File: config.mk
export PLATFORM = sky130hd
export DESIGN_NAME = imm_decode_q_flat
export DESIGN_NICKNAME = d
export VERILOG_FILES = /design/src/rtl/imm_decode_q_if.sv /design/src/rtl/imm_decode_q.sv /design/src/flat_wrapper.sv
export SDC_FILE = /design/constraint.sdc
export NUM_CORES = 1
export LEC_CHECK = 0
export ABC_AREA = 1
export CAP_MARGIN = 20
export CORE_MARGIN = 2
export CORE_UTILIZATION = 38
export CTS_CLUSTER_DIAMETER = 30
export CTS_CLUSTER_SIZE = 25
export DETAILED_ROUTE_END_ITERATION = 10
export GPL_TIMING_DRIVEN = 0
export PLACE_DENSITY = 0.62
export SYNTH_ARGS = -nofsm -noshare
export SYNTH_HDL_FRONTEND = slang
export SYNTH_SLANG_ARGS = --single-unit
File: constraint.sdc
create_clock -name clk -period 2.1 [get_ports clk]
set_clock_uncertainty 0.1 [all_clocks]
set_input_delay 0.21 -clock clk [delete_from_list [all_inputs] [get_ports clk]]
set_output_delay 0.21 -clock clk [all_outputs]
set_load 0.01 [all_outputs]
File: src/rtl/imm_decode_q_if.sv
`default_nettype none
// ============================================================================
// Module      : imm_decode_q_if
// Description : Enqueue/dequeue handshake bundle for the imm_decode_q queue.
// Revision    : 1.0 - initial release
// ============================================================================
interface imm_decode_q_if #(
    parameter int XLEN  = 32,
    parameter int DEPTH = 2
);
    localparam int CW = $clog2(DEPTH) + 1;

    logic            in_valid;
    logic            in_ready;
    logic [31:0]     in_inst;
    logic [XLEN-1:0] in_pc;
    logic [2:0]      in_imm_src;
    logic            out_valid;
    logic            out_ready;
    logic [XLEN-1:0] out_imm;
    logic [XLEN-1:0] out_target;
    logic [XLEN-1:0] out_pc;
    logic            out_illegal;
    logic [CW-1:0]   occupancy;

    modport master (
        output in_valid, in_inst, in_pc, in_imm_src, out_ready,
        input  in_ready, out_valid, out_imm, out_target, out_pc, out_illegal, occupancy
    );

    modport slave (
        input  in_valid, in_inst, in_pc, in_imm_src, out_ready,
        output in_ready, out_valid, out_imm, out_target, out_pc, out_illegal, occupancy
    );
endinterface
`default_nettype wire

File: src/rtl/imm_decode_q.sv
`default_nettype none
// ============================================================================
// Module      : imm_decode_q
// Description : RV immediate decode (I/U/J/S/B, optional Z via IMM_DECODE_CSR_EN)
//               with pc+imm target, buffered in a DEPTH-entry valid/ready queue.
// Revision    : 1.0 - initial release
// ============================================================================
module imm_decode_q #(
    parameter int XLEN  = 32,
    parameter int DEPTH = 2
) (
    input  wire logic       clk,
    input  wire logic       rst_n,
    input  wire logic       flush,
    imm_decode_q_if.slave   bus
);
    localparam int PW = $clog2(DEPTH);
    localparam int CW = PW + 1;

    logic signed [31:0] w_imm32;
    logic [XLEN-1:0]    w_imm;
    logic [XLEN-1:0]    w_target;
    logic               w_illegal;
    logic               w_enq;
    logic               w_deq;
    logic               w_unused;
    logic [31:0]        w_inst;

    logic [PW-1:0]      r_head;
    logic [PW-1:0]      r_tail;
    logic [CW-1:0]      r_count;
    logic [XLEN-1:0]    r_imm    [DEPTH];
    logic [XLEN-1:0]    r_target [DEPTH];
    logic [XLEN-1:0]    r_pc     [DEPTH];
    logic               r_ill    [DEPTH];

    assign w_inst   = bus.in_inst;
    assign w_unused = ^w_inst[6:0];

    // Every format fits a 32-bit signed value; widening to XLEN is one sign-extension.
    always_comb begin
        w_imm32   = '0;
        w_illegal = 1'b0;
        case (bus.in_imm_src)
            3'b000: w_imm32 = {{20{w_inst[31]}}, w_inst[31:20]};
            3'b001: w_imm32 = {w_inst[31:12], 12'b0};
            3'b010: w_imm32 = {{11{w_inst[31]}}, w_inst[31], w_inst[19:12], w_inst[20],
                               w_inst[30:21], 1'b0};
            3'b011: w_imm32 = {{20{w_inst[31]}}, w_inst[31:25], w_inst[11:7]};
            3'b100: w_imm32 = {{19{w_inst[31]}}, w_inst[31], w_inst[7], w_inst[30:25],
                               w_inst[11:8], 1'b0};
`ifdef IMM_DECODE_CSR_EN
            3'b101: w_imm32 = {27'b0, w_inst[19:15]};
`endif
            default: begin
                w_imm32   = '0;
                w_illegal = 1'b1;
            end
        endcase
    end

    assign w_imm    = XLEN'(w_imm32);
    assign w_target = bus.in_pc + w_imm;

    assign bus.in_ready  = (r_count != CW'(DEPTH)) && !flush;
    assign bus.out_valid = (r_count != '0);
    assign w_enq         = bus.in_valid && bus.in_ready;
    assign w_deq         = bus.out_valid && bus.out_ready;

    always_ff @(posedge clk or negedge rst_n) begin
        if (!rst_n) begin
            r_head  <= '0;
            r_tail  <= '0;
            r_count <= '0;
            for (int i = 0; i < DEPTH; i++) begin
                r_imm[i]    <= '0;
                r_target[i] <= '0;
                r_pc[i]     <= '0;
                r_ill[i]    <= 1'b0;
            end
        end else if (flush) begin
            r_head  <= '0;
            r_tail  <= '0;
            r_count <= '0;
        end else begin
            if (w_enq) begin
                r_imm[r_tail]    <= w_imm;
                r_target[r_tail] <= w_target;
                r_pc[r_tail]     <= bus.in_pc;
                r_ill[r_tail]    <= w_illegal;
                r_tail           <= r_tail + PW'(1);
            end
            if (w_deq) begin
                r_head <= r_head + PW'(1);
            end
            case ({w_enq, w_deq})
                2'b10:   r_count <= r_count + CW'(1);
                2'b01:   r_count <= r_count - CW'(1);
                default: r_count <= r_count;
            endcase
        end
    end

    assign bus.out_imm     = r_imm[r_head];
    assign bus.out_target  = r_target[r_head];
    assign bus.out_pc      = r_pc[r_head];
    assign bus.out_illegal = r_ill[r_head];
    assign bus.occupancy   = r_count;
endmodule
`default_nettype wire
File: src/flat_wrapper.sv
// flat-port wrapper written by rule: the top's interface ports become plain ports
module imm_decode_q_flat 
#(
    parameter int XLEN  = 32,
    parameter int DEPTH = 2
)
  (clk, rst_n, flush, bus_in_valid, bus_in_inst, bus_in_pc, bus_in_imm_src, bus_out_ready, bus_in_ready, bus_out_valid, bus_out_imm, bus_out_target, bus_out_pc, bus_out_illegal, bus_occupancy);
  imm_decode_q_if #(.XLEN(XLEN), .DEPTH(DEPTH)) bus_i ();
  input  wire logic clk;
  input  wire logic rst_n;
  input  wire logic flush;
  input wire logic [$bits(bus_i.in_valid)-1:0] bus_in_valid;
  input wire logic [$bits(bus_i.in_inst)-1:0] bus_in_inst;
  input wire logic [$bits(bus_i.in_pc)-1:0] bus_in_pc;
  input wire logic [$bits(bus_i.in_imm_src)-1:0] bus_in_imm_src;
  input wire logic [$bits(bus_i.out_ready)-1:0] bus_out_ready;
  output wire logic [$bits(bus_i.in_ready)-1:0] bus_in_ready;
  output wire logic [$bits(bus_i.out_valid)-1:0] bus_out_valid;
  output wire logic [$bits(bus_i.out_imm)-1:0] bus_out_imm;
  output wire logic [$bits(bus_i.out_target)-1:0] bus_out_target;
  output wire logic [$bits(bus_i.out_pc)-1:0] bus_out_pc;
  output wire logic [$bits(bus_i.out_illegal)-1:0] bus_out_illegal;
  output wire logic [$bits(bus_i.occupancy)-1:0] bus_occupancy;
  assign bus_i.in_valid = bus_in_valid;
  assign bus_i.in_inst = bus_in_inst;
  assign bus_i.in_pc = bus_in_pc;
  assign bus_i.in_imm_src = bus_in_imm_src;
  assign bus_i.out_ready = bus_out_ready;
  assign bus_in_ready = bus_i.in_ready;
  assign bus_out_valid = bus_i.out_valid;
  assign bus_out_imm = bus_i.out_imm;
  assign bus_out_target = bus_i.out_target;
  assign bus_out_pc = bus_i.out_pc;
  assign bus_out_illegal = bus_i.out_illegal;
  assign bus_occupancy = bus_i.occupancy;
  imm_decode_q #(.XLEN(XLEN), .DEPTH(DEPTH)) u_core (.clk(clk), .rst_n(rst_n), .flush(flush), .bus(bus_i));
endmodule
==> impl_results.md, run 1 <==
* CP max FO at 4
* Antenna viol nets, final at 0
* Initial DRT Pass Iterations at 7
* WS Path Type: in -> reg
* Initial antenna violation count at 0
* Relative slew slack at 0.518
* Post-Syn Area at 11500 um2
* Final setup viols at 17
* Synth Register Bits at 198
* Post-Place Cell Area at 13700 um2
* Syn. warnings at 0
* Fin crit share at 1.03
* CP arrival at 2390 ps
* Worst vdd ir at 0.591 mV
* Most frequent cells in the layout: 635 x nand2_1, 202 x inv_1, 198 x dfrtp_1, 106 x o21ai_0, 97 x nand2_2
* Distinct cell type count after synthesis at 35
* Slowest cell on the critical path: ha_4
* CP peak stage delay at 330 ps
* Xor/xnor share of the synthesized area at 0.0114
* Vias at 11.7k
* CTS root buf: clkbuf_16
* Violated checks: setup timing
* GRT overflow at 0
* CTS sink count at 198
* WL/cell at roughly 18 um
* Finished Cell Area at 16600 um2
* GPL Wtd Cong at 0.906
* Hold Path Origin: bus_in_imm_src[2]
* Fin Setup TNS at -429 ps
* Status: finished, violations left
* CTS tree: built
* Vias in the first global route at 11.0k
* # IOs at 173
* Die X at approximately 180 um
* RSZ-0062 raised after global routing: yes
* Die height at 178 um
* Synth area leaders: dfrtp_1 43%, nand2_1 25%, o21ai_0 7.7%
* Tightest Pin Transition at 723 ps
* GRT met3 Usage at 0.0328
* Hold Path Class: in -> reg
* Final WS setup at -58.7 ps
* Avg Cell Area, Syn at 6.94 um2
* Iteration-0 DRC Markers at 1092
* Simple-gate share of the synthesized area at 0.307
* Post-synth top area share at 0.431
* CP endpoint kind: flop
* Most common cell after layout, fill and taps aside: nand2_1
* Clk slew on worst S/H paths at 80 ps
* Grt met2 use at 0.415
* Mux cell area share after synthesis at 0
* Worst endpoint required time at 2330 ps
* GRT Resource Usage Total at 0.260
* Synth Area in Adders at 0.0354
* Die area at 31700 um2
* Final slew viol count at 0
* Number of remaining DRC errors at 0
* Num CTS Buffers at 17
* Core area at 29700 um2
* Skew-Pair Late Insertion Delay at 450 ps
* Final Hold Viols at 0
* First-pass GRT wire length at 62.4 mm
* Post-Syn Instances at 1657
* Starting Density at 0.387
* Critical Path Start: bus_in_imm_src[1]
* Tot Pwr at 16.3 mW
* CTS Buffer Depth at 2
* Max cap viols at 0
* Syn nets at 1761
* Min cycle time layout at 2160 ps
* Combinational family with the most area after synthesis: simple AND/OR/NAND/NOR gates
* Fmax at between 400 and 500 MHz
* Most used routing layer: met2
* Critical R2R Launch: u_core.bus.occupancy[1]
* Final HPWL DP at slightly below 30 mm
* Area Overhead vs Synth at 44.5%
* H-tree Lvls at 4
* Startpoint Class: input pin
* Final Core Density at 0.559
* Filler Cell Count at 2715
* CP Cell Sequence: buf_12 -> nor2_4 -> inv_2 -> nor2_4 -> buf_6 -> o21ai_4 -> buf_12 -> buf_12 -> nand2_8 -> ha_4 -> nand2_4 -> nor2_4 -> and2_4 -> nand2_4 -> nand2_8 -> nand2_4 -> nand2_2 -> nand2_2 -> nand3_2 -> nand2_1
* Final WL at 42.1 mm
* I/O Buffers at 165
* Share of cells above drive strength 1 at 0.312
* Static Leakage at 8.42 nW
* Seq/Total Area, Yosys at 0.431
* Vias per inst at ~5
* Largest net degree at the start of global routing at 117
* # rows at 63
* Cell taking the most area after synthesis: dfrtp_1
* Compound-cell area share of the yosys netlist at 0.0993
* Power Density at 982 nW/um2
* Met1 global-route usage at 0.372
* # diodes at 0
* Nets at 1992
[what timing repair did]
item	CTS	global route
pin swaps	36	81
cloned	6	2
endpoints found under the setup margin	158	145
hold buffers	1	0
buffers inserted	24	15
endpoints found under the hold margin	82	0
resized for setup	708	308
[cells in the mapped netlist]
| cell | instances |
|---|---|
| nand2_1 | 765 |
| inv_1 | 224 |
| dfrtp_1 | 198 |
| o21ai_0 | 177 |
| nand3_1 | 70 |
| nor2_1 | 47 |
| ha_1 | 31 |
| buf_6 | 23 |
| a21oi_1 | 21 |
| clkbuf_1 | 16 |
| buf_2 | 15 |
| xor2_1 | 12 |
| buf_4 | 10 |
| o21ai_1 | 6 |
| inv_2 | 4 |
| nand2_2 | 3 |
| nand4_1 | 3 |
| nor2_4 | 3 |
| nor3_1 | 3 |
| o21ai_2 | 3 |
| o21bai_1 | 3 |
| xnor2_1 | 3 |
| and2_1 | 2 |
| buf_1 | 2 |
| nand3b_1 | 2 |
| o22ai_1 | 2 |
| a21o_1 | 1 |
| a21oi_4 | 1 |
| clkinv_1 | 1 |
| fa_1 | 1 |
| nand3_2 | 1 |
| o21ai_4 | 1 |
| o22ai_4 | 1 |
| or2_1 | 1 |
| or2_2 | 1 |
[per-layer routing]
metal | wire length [um] | vias up
li1 | - | 5536
met1 | 18500 | 5657
met2 | 19600 | 470
met3 | 3030 | 75
met4 | 1060 | 0
met5 | 0 | -
[final cells by class]
cell class	instances	area, um2	area share
multi-input combinational	1164	7070	0.426
clock buffer	19	453	0.0272
clock inverter	13	149	0.00896
timing repair buffer	213	1870	0.112
tap	390	488	0.0294
inverter	229	885	0.0532
sequential	198	4950	0.298
buffer	65	753	0.0453
[cells by family (layout without fill, tap and decap cells)]
logic type	after synthesis	in the layout
XOR/XNOR	15	15
AND/OR/NAND/NOR	901	901
adder cells (fa/ha/maj)	32	32
buffers and inverters	295	539
AO/OA/AOI/OAI	216	216
flip-flops	198	198
[power by group]
part	total, mW	leakage [nW]	switching [mW]	internal [mW]
Clock	3.45	0.294	1.79	1.67
Sequential	5.95	2.50	0.707	5.24
Combinational	6.92	5.62	4.01	2.91
[worst paths after layout]
path / to / slack (ps) / cells past startpoint
setup / recovery: u_core.r_target[31] / -60 / 20
hold / removal: u_core.r_ill[1] / 90 / 3
setup reg to reg: u_core.r_pc[55] / 280 / 6
hold reg to reg: u_core.r_pc[19] / 380 / 2
max in group asynchronous: u_core.bus.occupancy[0] / 580 / 3
min in group asynchronous: u_core.r_imm[45] / 220 / 2
[sequential cells by signal, summed over array words and instances (netlist names)]
signal,flops
u_core.bus.occupancy,2
u_core.r_head,1
u_core.r_ill,2
u_core.r_imm,64
u_core.r_pc,64
u_core.r_tail,1
u_core.r_target,64
[through the flow]
stage / cells / hold slack [ps] / setup slack (ps)
6_report: 2291 / 91.6 / -58.7
5_1_grt: 2291 / 132 / -117
4_1_cts: 2276 / 124 / -83.8
3_5_place_dp: 2213 / 144 / -1440
3_3_place_gp: 2212 / 354 / -7920
2_1_floorplan: 1657 / -186 / -80.6
[critical path: cells and delay by family]
kind	cells	cell delay, ps
buf+inv	5	550
simple gates	13	1070
compound gates	1	210
fa+ha+maj	1	330
No activity file was read; power rests on OpenSTA's default activity.
==> run 2, diff against run 1 <==
CORE_MARGIN = 10   (was 2)
==> run 2 against run 1 <==
Effect of this change:
- the flow still finishes with violations (setup timing)
- worst hold slack improved by 32 ps
- cell area shrank 3.4%
- utilization fell by 2.1 points
- register-to-register slack better by 20 ps
- wire length is 2.6% higher
- sequential cell count stayed put
- combinational power shrank 4.5%
- final cell count grew 0.31%
- sequential share of layout area increased by 1.1 points
- first-iteration DRC count grew 1.8%
- critical path type unchanged
==> impl_results.md, run 2 (synthesis gave the netlist of run 1 again) <==
* Antenna viol nets, final at 0
* Tot Pwr at 16.0 mW
* CP Depth at 12
* Die area at 37600 um2
* Initial antenna violation count at 0
* Clk slew on worst S/H paths at 80 ps
* Share of cells above drive strength 1 at 0.270
* Area Overhead vs Synth at 39.5%
* CP endpoint kind: flop
* Most used routing layer: met2
* Final slew viol count at 0
* CP arrival at 2390 ps
* Violated checks: setup timing
* Worst vdd ir at 0.552 mV
* CTS root buf: clkbuf_16
* Most common cell after layout, fill and taps aside: nand2_1
* Worst hold slack at between 100 and 150 ps
* Final WL at around 43 mm
* I/O Buffers at 165
* Starting Density at 0.386
* WP buf/inv at 2
* Met1 global-route usage at 0.303
* Hold Path Class: in -> async
* Startpoint Class: input pin
* CP max FO at 4
* CTS tree: built
* Final setup viols at 6
* Worst endpoint required time at 2350 ps
* Grt met2 use at 0.351
* CTS sink count at approximately 200
* Relative slew slack at 0.621
* Skew-Pair Late Insertion Delay at 450 ps
* Post-Layout Cell Count at 2298
* Power Density at 994 nW/um2
* WL/cell at between 15 and 20 um
* Static Leakage at 8.25 nW
* Vias at 11.7k
* Iteration-0 DRC Markers at 1112
* Slowest cell on the critical path: clkdlybuf4s50_1
* Fin Setup TNS at -132 ps
* Final Hold Viols at 0
* Nets at 1999
* Placed Instances at 2214
* Top cell family by delay on the critical path: simple AND/OR/NAND/NOR gates
* Die X at 194 um
* Vias in the first global route at 11.4k
* # rows at 63
* Final HPWL DP at 31.1 mm
* Num CTS Buffers at 17
* Max cap viols at 0
* WS Path Type: in -> reg
* Initial DRT Pass Iterations at 6
* Most frequent CP cell: nand2_1
* GRT met3 Usage at 0.0337
* CP peak stage delay at 500 ps
* CP Cell Sequence: clkdlybuf4s50_1 -> inv_1 -> o21ai_2 -> ha_1 -> nand2_1 -> a21oi_1 -> nor2_1 -> nand2_1 -> a21oi_2 -> nand3_2 -> nand3_2 -> nand2_1
* GPL Wtd Cong at a little over 0.9
* # diodes at 0
* Tightest Pin Transition at 568 ps
* RSZ-0062 raised after global routing: yes
* H-tree Lvls at 4
* R2R depth at 6
* Vias per inst at 5.10
* Fmax at roughly 470 MHz
* First-pass GRT wire length at 65.8 mm
* CTS Buffer Depth at 2
* Status: finished, violations left
* GRT Resource Usage Total at 0.218
* # IOs at 173
* GRT overflow at 0
* Final WS setup at -38.7 ps
* Largest net degree at the start of global routing at 92
* Final Core Density at 0.539
* Number of remaining DRC errors at 0
* Most frequent cells in the layout: 683 x nand2_1, 208 x inv_1, 198 x dfrtp_1, 107 x o21ai_0, 74 x buf_2
* Fin crit share at 1.02
* Largest registers: u_core.r_imm x64, u_core.r_pc x64, u_core.r_target x64
* Min cycle time layout at 2140 ps
* Core area at 29800 um2
* Die height at 194 um
[run 2: power breakdown]
part           switching (mW)  leakage (nW)  internal (mW)
sequential              0.672          2.50           5.24
combinational            3.91          5.45           2.69
clock                    1.82         0.294           1.62
total                    6.40          8.25           9.55
[run 2: metal layers]
metal,up-vias,wire length (um)
met5,-,0
met4,0,789
met3,52,2990
met2,470,20000
met1,5668,19400
li1,5537,-
[run 2: per-stage QoR]
step	area, um2	setup WS, ps
floorplan	11600	-80.6
global placement	13700	-7860
detailed placement	13800	-1360
CTS	15200	-125
global route	16100	-149
finish	16100	-38.7
[run 2: worst register-to-register path, cell delays in order, from the launching register on]
cell	delay, ps
dfrtp_1	450
a21oi_4	200
nand2_2	140
nor2_4	150
buf_6	200
buf_2	300
o21ai_0	140
[run 2: final cells by class]
class / count / area (um2)
fill: 2802 / 13700
tap: 390 / 488
inverter: 229 / 880
sequential: 198 / 4950
buffer: 66 / 703
clock buffer: 17 / 425
timing repair buffer: 218 / 1850
clock inverter: 15 / 173
multi-input combinational: 1164 / 6560
timing repair inverter: 1 / 8.76
[run 2: path summary, 6_finish.rpt]
| kind | from | endpoint | slack (ps) |
|---|---|---|---|
| setup reg to reg | u_core.bus.occupancy[1] | u_core.r_imm[32] | 300 |
| hold reg to reg | u_core.r_pc[13] | u_core.r_pc[13] | 370 |
| hold / removal | rst_n | u_core.r_imm[41] | 120 |
| min in group clk | bus_in_imm_src[2] | u_core.r_ill[1] | 130 |
| max in group asynchronous | rst_n | u_core.r_target[55] | 670 |
| setup / recovery | bus_in_inst[28] | u_core.r_target[31] | -40 |
[run 2: timing repair]
item	in CTS	in global routing
pin swaps	34	57
hold buffers	1	0
cloned	4	3
endpoints found under the setup margin	158	143
gates resized for setup	620	260
setup buffers	26	19
endpoints found under the hold margin	125	0
